**config.mk**
```make
export PLATFORM = sky130hd
export DESIGN_NAME = demux_buffered
export DESIGN_NICKNAME = d
export VERILOG_FILES = /design/src/rtl/demux_buffered.sv
export SDC_FILE = /design/constraint.sdc
export NUM_CORES = 1
export LEC_CHECK = 0
export ABC_AREA = 1
export BUFFER_PORTS_ARGS = -buffer_cell sky130_fd_sc_hd__buf_2
export CELL_PAD_IN_SITES_DETAIL_PLACEMENT = 1
export CELL_PAD_IN_SITES_GLOBAL_PLACEMENT = 2
export CORE_AREA = 2 2 52 54
export CTS_CLUSTER_SIZE = 30
export DETAILED_ROUTE_END_ITERATION = 7
export DIE_AREA = 0 0 54 56
export PLACE_DENSITY_LB_ADDON = 0.1
export RECOVER_POWER = 25
export SLEW_MARGIN = 20
export SYNTH_ARGS = -nofsm -noshare
export SYNTH_HDL_FRONTEND = slang
export SYNTH_SLANG_ARGS = --single-unit
```
**constraint.sdc**
```tcl
create_clock -name clk -period 1.85 [get_ports clk]
set_input_delay 0.0925 -clock clk [delete_from_list [all_inputs] [get_ports clk]]
set_output_delay 0.0925 -clock clk [all_outputs]
set_load 0.02 [all_outputs]
```
**src/rtl/demux_buffered.sv**
```systemverilog
// 1-to-2 buffered demultiplexer: each accepted word is queued in the FIFO of the lane
// named by selector; the two lanes drain independently through their own handshakes.
module demux_buffered #(
   parameter int WIDTH = 2,
   parameter int DEPTH = 2
) (
   input  logic             clk,
   input  logic             reset,
   input  logic             valid_in,
   input  logic             selector,
   input  logic [WIDTH-1:0] data_in,
   output logic             ready_in,
   output logic [WIDTH-1:0] data_out0,
   output logic             valid_out0,
   input  logic             ready_out0,
   output logic [WIDTH-1:0] data_out1,
   output logic             valid_out1,
   input  logic             ready_out1
);

   localparam int PW = $clog2(DEPTH);
   localparam int CW = PW + 1;

   logic [WIDTH-1:0] mem [2][DEPTH];
   logic [PW-1:0]    wr_ptr [2];
   logic [PW-1:0]    rd_ptr [2];
   logic [CW-1:0]    count  [2];

   logic [1:0] full;
   logic [1:0] empty;
   logic [1:0] push;
   logic [1:0] pop;
   logic [1:0] ready_out;

   assign ready_out = {ready_out1, ready_out0};

   for (genvar l = 0; l < 2; l++) begin : g_lane
      assign full[l]  = (count[l] == CW'(DEPTH));
      assign empty[l] = (count[l] == '0);
      assign pop[l]   = !empty[l] && ready_out[l];
   end

   // A full lane refuses pushes even while it is popping: no pass-through path.
   assign ready_in = selector ? !full[1] : !full[0];
   assign push[0]  = valid_in && ready_in && !selector;
   assign push[1]  = valid_in && ready_in && selector;

   always_ff @(posedge clk or posedge reset) begin
      if (reset) begin
         for (int l = 0; l < 2; l++) begin
            wr_ptr[l] <= '0;
            rd_ptr[l] <= '0;
            count[l]  <= '0;
         end
      end else begin
         for (int l = 0; l < 2; l++) begin
            if (push[l]) wr_ptr[l] <= wr_ptr[l] + PW'(1);
            if (pop[l])  rd_ptr[l] <= rd_ptr[l] + PW'(1);
            count[l] <= count[l] + CW'(push[l]) - CW'(pop[l]);
         end
      end
   end

   // Storage needs no reset; emptiness masks stale contents on the outputs.
   always_ff @(posedge clk) begin
      for (int l = 0; l < 2; l++) begin
         if (push[l]) mem[l][wr_ptr[l]] <= data_in;
      end
   end

   assign valid_out0 = !empty[0];
   assign valid_out1 = !empty[1];
   assign data_out0  = empty[0] ? '0 : mem[0][rd_ptr[0]];
   assign data_out1  = empty[1] ? '0 : mem[1][rd_ptr[1]];

endmodule
```
==> results of run 1 <==
## layer usage
metal,wire length [um],GRT usage (%)
met5,0,0
met4,14,4.29
met3,55,2.42
met2,672,16.4
met1,686,14.2
## metrics by stage
stage	area, sq um	total power [uW]	utilization (%)	setup slack, ns	hold WS, ns
after floorplan	788	1100	-	0.238	-0.0918
after global placement	896	1260	36.8	0.152	0.0763
after detailed placement	896	1280	36.8	0.118	0.0791
after CTS	928	1470	38.2	0.0831	0.0367
after global routing	931	1580	38.3	0.0285	0.0893
final	931	1450	38.3	0.151	0.0937
## timing repair
action                     CTS  global route
hold endpoints to repair     8             0
setup endpoints to repair    0             1
hold buffers                 1             0
resized for setup            0             1
## worst reg2reg max path, cell delays in order, from the launching register on
cell	delay, ns
dfrtp_1	0.47
nor2_4	0.15
inv_2	0.06
nand2_4	0.07
inv_2	0.03
ha_1	0.26
inv_1	0.04
ha_1	0.18
xnor2_1	0.19
xor2_1	0.17
## sequential cells by signal (all words and copies together), names as in the netlist
| register | cells |
|---|---|
| wr_ptr | 2 |
| mem | 8 |
| count | 4 |
| rd_ptr | 2 |
## cells by family after synthesis
family	synth area share, %
compound gates	5.87
flops	55.9
xor+xnor	8.57
fa+ha+maj	6.35
buf+inv	8.57
simple gates	14.8
## worst max path at each step
stage                     slack, ns            endpoint               start
final                          0.15  count[3]$_DFF_PP0_  count[2]$_DFF_PP0_
after global routing           0.03  count[3]$_DFF_PP0_  count[2]$_DFF_PP0_
after detailed placement       0.12  count[3]$_DFF_PP0_  count[2]$_DFF_PP0_
after floorplan                0.24  count[3]$_DFF_PP0_  count[2]$_DFF_PP0_
after global placement         0.15  count[3]$_DFF_PP0_  count[2]$_DFF_PP0_
after CTS                      0.08  count[3]$_DFF_PP0_  count[2]$_DFF_PP0_
## cell type report
| type | instances | area [sq um] |
|---|---|---|
| clock buffers | 3 | 22.5 |
| fillers | 284 | 1500 |
| inverters | 18 | 67.6 |
| multi-input cells | 40 | 285 |
| flip-flops and latches | 16 | 440 |
| well taps | 30 | 37.5 |
| repair buffers | 15 | 77.6 |
## synth_stat cells
library cell	instances	area share [%]
dfrtp_1	8	25
inv_2	9	4.3
xor2_2	2	4.1
nand2_1	14	6.7
ha_1	4	6.3
xor2_1	1	1.1
o21ai_1	1	0.63
nand3_1	1	0.63
edfxtp_1	8	30
nor2_2	2	1.6
o211ai_4	1	2.7
nor2_1	3	1.4
inv_1	9	4.3
nand2_2	1	0.79
xnor2_1	3	3.3
a21oi_1	4	2.5
nand2_4	2	2.9
nand4_1	1	0.79
## power groups by stage
stage / Clock, uW / Sequential [uW] / Combinational (uW)
after global routing: 198 / 610 / 773
after global placement: 0 / 592 / 663
after detailed placement: 0 / 595 / 688
after floorplan: 0 / 576 / 523
final: 172 / 594 / 681
after CTS: 184 / 587 / 695
==> impl_metrics.toml, run 1 <==
[hold_path]
holdPathStages = 3
hp-start = "ready_out0"
worstHoldEndpoint = "rd_ptr[1]$_DFFE_PP0P_"
hp-class = "primary input to register"

[clocking]
cts_tree = "done"
root_buffer = "clkbuf_4"
cts_setup_buffers = 0
cts_buffer_depth = 2
insertion_delay_ns = 0.27
clock_sinks = 16
clk_pin_slew_ns = 0.08
cts_buffers = 3
htreeDepth = 1

[yosys]
synthDistinctLibCells = 18
yosys_warnings = 0
seq_area_frac_synth_pct = 55.9
syn_nets = 86
avgSynthCellArea_sq_um = 10.7
synthCells = 74
netlist_area_sq_um = 788
synth_seq_cells = 16

[final_layout]
finalNetCount = 106
final-instance-count-excl-fill = 122
drive_gt1_share_pct = 34.8
syn2layout_area_growth_pct = 18.1
final_common_cell = "nand2_1"
layout_common_cells = "nand2_1, buf_2, inv_1, inv_2"
antennaDiodeCount = 0

[worst_setup_path]
worstPathCellList = "nor2_4 > inv_2 > nand2_4 > inv_2 > ha_1 > inv_1 > ha_1 > xnor2_1 > xor2_1"
worst-path-max-fanout = 4
cp-end-kind = "register"
ff2ff_setup_slack_ns = 0.15
worst-path-buf-inv = 3
slowest_delay_ns = 0.47
rr_worst_depth = 9
start_kind = "register"
worst_ep_required_time_ns = 2.04
r2r-start = "count[2]$_DFF_PP0_"
reg2reg_to = "count[3]$_DFF_PP0_"
crit_path_top_delay_cell = "dfrtp_1"
crit_cells = 9
cp.arrival_ns = 1.89
path_delay_family = "flip-flops"
path_class = "register to register"

[floorplanning]
io_pins = 15
rows = 18
initial_utilization_pct = 32.4
dieArea_sq_um = 3020
die_h_um = 56
fp.dieW_um = 54
core_sq_um = 2430

[detailed_routing]
drcViolationCount = 0
wl_per_cell_um = 11.7
route.final.wire_length_um = 1430
drtIter0Drc = 8
antenna_left = 0
vias_per_cell = 4.30
drt_pass1_iterations = 3
vias = 525

[timing]
finClkSkew_ns = 0.00115
min_period_over_period_pct = 91.8
rsz0062_at_grt = "false"
fin_setup_tns_ns = 0
finalHoldViolCount = 0
maxSlewViolCount = 0
relSlewSlack_pct = 76.8
max_freq_ghz = 0.589
tightest_slew_ns = 0.348
setup_viol = 0
min_period_ns = 1.70

[power_and_ir_drop]
peakVddDrop_v = 0.000717
power.share.combinational_pct = 47.1
p_leak_uw = 0.000451
p_per_area_nw_per_um2 = 1550
pwr-share-seq_pct = 41.1
clkPwrFrac_pct = 11.9
p_sw_uw = 618
p_int_uw = 828
p_sw_share_pct = 42.7

[placement]
port_buffers = 14
dp_cells = 118
gp_congestion = 0.626
hpwl_um = 1160

[grt]
grt_pass1_vias = 556
grt_max_degree = 9
antenna_found_initial = 0
grt_util_all_layers_pct = 10.7
grt_overflow = 0
grt_pass1_wl_um = 2330

[run]
max_cap_violations = 0

[outcome]
status = "finished clean"
Power figures use the tool's default switching activity.
==> run 2: changes to the inputs <==
Settings changed: CORE_AREA 2 2 52 54 to 2 2 51 53, CTS_BUF_LIST set to sky130_fd_sc_hd__clkbuf_4, DIE_AREA 0 0 54 56 to 0 0 53 55.
Clock period 1.85 ns to 1.7 ns, I/O delays scaled along.
==> impl_metrics.toml, run 2 (synthesis results as in run 1) <==
[outcome]
status = "finished clean"

[final_layout]
finish.utilization_pct = 41.6
stdcell_area_sq_um = 983
largest_register_ffs = 8
antennaDiodeCount = 0
layout_common_cells = "nand2_1, buf_2, inv_2, inv_1, edfxtp_1"
nFillCells = 284
syn2layout_area_growth_pct = 24.8
drive_gt1_share_pct = 41.1
final_common_cell = "nand2_1"
finalNetCount = 108

[floorplanning]
core_sq_um = 2360
die_h_um = 55
io_pins = 15
dieArea_sq_um = 2920
rows = 18
initial_utilization_pct = 33.3
fp.dieW_um = 53

[timing]
maxSlewViolCount = 0
tightest_slew_ns = 0.357
max_freq_ghz = 0.628
relSlewSlack_pct = 76.2
min_period_ns = 1.59
finalHoldViolCount = 0
finClkSkew_ns = 0.00712
setup_viol = 0
min_period_over_period_pct = 93.6

[grt]
grt_max_degree = 10
grt_pass1_vias = 539
grt_pass1_wl_um = 2300
grt_overflow = 0
antenna_found_initial = 0
grt_util_all_layers_pct = 11.3

[power_and_ir_drop]
p_leak_uw = 0.000464
p_sw_uw = 707
peakVddDrop_v = 0.000857
p_per_area_nw_per_um2 = 1720
pwr-share-seq_pct = 38.1
clkPwrFrac_pct = 11.8
p_int_uw = 982
power.share.combinational_pct = 50.1
power_uw = 1690
p_sw_share_pct = 41.9

[detailed_routing]
wl_per_cell_um = 11.1
route.final.wire_length_um = 1390
drtIter0Drc = 8
vias_per_cell = 4.18
antenna_left = 0
drt_pass1_iterations = 4
drcViolationCount = 0
vias = 522

[worst_setup_path]
worstPathCellList = "nor2_4 > inv_2 > nand2_4 > inv_2 > ha_4 > inv_2 > ha_4 > xnor2_2 > xor2_1"
ff2ff_setup_slack_ns = 0.11
path_class = "register to register"
rr_worst_depth = 9
cpMostUsedCell = "inv_2"
r2r-start = "count[2]$_DFF_PP0_"
start_kind = "register"
worst_ep_required_time_ns = 1.87
cp.arrival_ns = 1.76
cp-end-kind = "register"
reg2reg_to = "count[3]$_DFF_PP0_"
slowest_delay_ns = 0.45
crit_path_top_delay_cell = "dfrtp_2"
worst-path-max-fanout = 3

[clocking]
htreeDepth = 1
cts_tree = "done"
cts_buffers = 3
clk_pin_slew_ns = 0.09
clock_sinks = 16
root_buffer = "clkbuf_4"
insertion_delay_ns = 0.28
cts_buffer_depth = 2

[hold_path]
holdPathStages = 3
hp-class = "primary input to register"
hp-start = "ready_out1"
worstHoldEndpoint = "rd_ptr[0]$_DFFE_PP0P_"

[placement]
port_buffers = 14
hpwl_um = 1070
gp_congestion = 0.639
placed_cell_area_sq_um = 903

[run]
max_cap_violations = 0
run 2: cell types whose count changed in the layout (fill, tap and decap cells not counted), sizes merged:
cell | previous run | this run
clkinv | 0 | 1
buf | 12 | 14
run 2: critical path: cells and delay by family, from the launching register on:
family	cells	cell delay, ns
xor gates and xnor gates	2	0.30
adders and majority gates	2	0.40
DFF	1	0.45
and+or+nand+nor	2	0.20
buffers and inverters	3	0.12
run 2: worst max path at each step:
stage | from | end | slack [ns] | cells past startpoint
6_report | count[2]$_DFF_PP0_ | count[3]$_DFF_PP0_ | 0.11 | 9
5_1_grt | count[2]$_DFF_PP0_ | count[3]$_DFF_PP0_ | -0.0006 | 9
4_1_cts | count[2]$_DFF_PP0_ | count[3]$_DFF_PP0_ | 0.00006 | 9
3_5_place_dp | count[2]$_DFF_PP0_ | count[3]$_DFF_PP0_ | 0.04 | 9
3_3_place_gp | count[2]$_DFF_PP0_ | count[3]$_DFF_PP0_ | 0.04 | 9
2_1_floorplan | count[2]$_DFF_PP0_ | count[3]$_DFF_PP0_ | 0.09 | 9
run 2: power groups by stage:
| stage | sequential (uW) | clock [uW] | combinational, uW |
|---|---|---|---|
| after floorplan | 626 | 0 | 569 |
| after detailed placement | 643 | 0 | 762 |
| after global routing | 666 | 227 | 965 |
| after global placement | 636 | 0 | 753 |
| final | 643 | 199 | 847 |
| after CTS | 635 | 209 | 767 |
run 2: cell type report:
cell class,instances,area [sq um],share of cell area (%)
tap,30,37.5,3.82
multi-input combinational,40,318,32.3
inverter,18,67.6,6.87
timing repair buffer,17,92.6,9.41
clock inverter,1,3.75,0.382
clock buffer,3,22.5,2.29
sequential,16,442,44.9
run 2: timing repair:
item,CTS,global route
hold endpoints to repair,8,0
hold buffers,1,0
resized for setup,0,7
endpoints found under the setup margin,0,1
buffers inserted,0,1
run 2: layer usage:
metal / share of wire [%] / track usage (%)
met1: 49 / 13.9
met2: 45 / 18.1
met3: 4.4 / 2.69
met4: 0.86 / 6.41
met5: 0 / 0
run 2: per-stage QoR:
step | instances | setup TNS [ns] | hold WS, ns | setup WS, ns
after floorplan | 74 | 0 | -0.0993 | 0.0879
after CTS | 124 | 0 | 0.0185 | 0.0000624
after global routing | 125 | -0.000561 | 0.0658 | -0.000561
after detailed placement | 119 | 0 | 0.0708 | 0.0352
after global placement | 119 | 0 | 0.0712 | 0.0414
final | 125 | 0 | 0.0784 | 0.108
==> run 3: changes to the inputs <==
Clock period 1.7 ns to 1.8 ns, I/O delays scaled along.
==> impl_metrics.toml, run 3 (synthesis results as in run 1) <==
[outcome]
status = "finished clean"

[placement]
hpwl_um = 1150
port_buffers = 14
gp_congestion = 0.657

[timing]
rsz0062_at_grt = "false"
finClkSkew_ns = 0.00189
min_period_over_period_pct = 90.8
tightest_slew_ns = 0.343
relSlewSlack_pct = 77.1
fin_setup_tns_ns = 0
max_freq_ghz = 0.612
min_period_ns = 1.63
finalHoldViolCount = 0
setup_viol = 0
maxSlewViolCount = 0

[final_layout]
multi_input_area_sq_um = 285
layout_common_cells = "nand2_1, buf_2, inv_1, inv_2, edfxtp_1"
final_common_cell = "nand2_1"
finalNetCount = 106
regArea_sq_um = 442
drive_gt1_share_pct = 35.5
antennaDiodeCount = 0
syn2layout_area_growth_pct = 18.7
largest_register_ffs = 8
nFillCells = 280

[hold_path]
hp-class = "primary input to register"

[clocking]
clock_sinks = 16
root_buffer = "clkbuf_4"
insertion_delay_ns = 0.28
cts_tree = "done"
cts_buffer_depth = 2
clk_pin_slew_ns = 0.09
cts_setup_buffers = 0
cts_buffers = 3
htreeDepth = 1

[detailed_routing]
vias_per_cell = 4.31
route.final.wire_length_um = 1400
drt_pass1_iterations = 2
antenna_left = 0
wl_per_cell_um = 11.4
vias = 530
drtIter0Drc = 5
drcViolationCount = 0

[grt]
antenna_found_initial = 0
grt_pass1_wl_um = 2460
grt_max_degree = 10
grt_pass1_vias = 548
grt_overflow = 0
grt_util_all_layers_pct = 12.0

[floorplanning]
core_sq_um = 2360
dieArea_sq_um = 2920
rows = 18
die_h_um = 55
io_pins = 15
initial_utilization_pct = 33.3
fp.dieW_um = 53

[power_and_ir_drop]
power_uw = 1500
p_leak_uw = 0.000451
p_per_area_nw_per_um2 = 1610
peakVddDrop_v = 0.000607

[worst_setup_path]
cp.arrival_ns = 1.84
path_class = "register to register"
crit_path_end = "count[3]$_DFF_PP0_"
reg2reg_to = "count[3]$_DFF_PP0_"
cp-end-kind = "register"
start_kind = "register"
setup.worst_path.start = "count[2]$_DFF_PP0_"
worst_ep_required_time_ns = 2.01
r2r-start = "count[2]$_DFF_PP0_"
ff2ff_setup_slack_ns = 0.17
rr_worst_depth = 9
worst-path-max-fanout = 4

[run]
max_cap_violations = 0
run 3: worst min path at each step:
stage,slack [ns],to,start,cells after the start
after global placement,0.07,rd_ptr[0]$_DFFE_PP0P_,reset,2
final,0.08,rd_ptr[1]$_DFFE_PP0P_,ready_out0,3
after floorplan,-0.09,count[0]$_DFF_PP0_,reset,1
after global routing,0.07,rd_ptr[1]$_DFFE_PP0P_,ready_out0,3
after CTS,0.03,mem[0][5]$_DFFE_PP_,data_in[1],1
after detailed placement,0.07,count[1]$_DFF_PP0_,reset,2
run 3: layer usage:
metal / share of wire, % / up-vias / GRT usage, % / routed length [um]
met5: 0 / - / 0 / 0
met4: 0.86 / 0 / 5.13 / 12
met3: 4.5 / 2 / 2.42 / 63
met2: 47 / 10 / 19.8 / 664
met1: 47 / 256 / 15.4 / 660
li1: - / 262 / - / -
run 3: report_power, final:
group / switching [uW] / internal, uW
Clock: 112 / 80.3
Combinational: 430 / 266
Sequential: 104 / 511
run 3: stage by stage:
step / worst slack (ns) / util [%] / hold WS, ns / instance area (sq um) / cells
finish: 0.165 / 39.6 / 0.0848 / 936 / 123
global route: 0.00268 / 39.6 / 0.0739 / 936 / 123
CTS: 0.0929 / 39.4 / 0.0270 / 932 / 123
detailed placement: 0.0953 / 37.9 / 0.0714 / 896 / 118
global placement: 0.180 / 37.9 / 0.0710 / 896 / 118
floorplan: 0.188 / - / -0.0943 / 788 / 74
run 3: what timing repair did:
item | CTS | global route
hold buffers | 1 | 0
endpoints found under the setup margin | 0 | 1
hold endpoints to repair | 8 | 0
resized for setup | 0 | 2
run 3: final cells by class:
class	instances	area share [%]
Inverter	18	7.22
Clock buffer	3	2.41
Multi-Input combinational cell	40	30.5
Sequential cell	16	47.2
Tap cell	30	4.01
Timing Repair Buffer	15	8.29
Clock inverter	1	0.401
run 3: worst max-delay path: stages (launching register included):
cell and delay, ns:
dfrtp_2 0.47, nor2_4 0.13, inv_2 0.06, nand2_4 0.07, inv_2 0.03, ha_1 0.26
inv_1 0.04, ha_1 0.18, xnor2_1 0.17, xor2_1 0.16
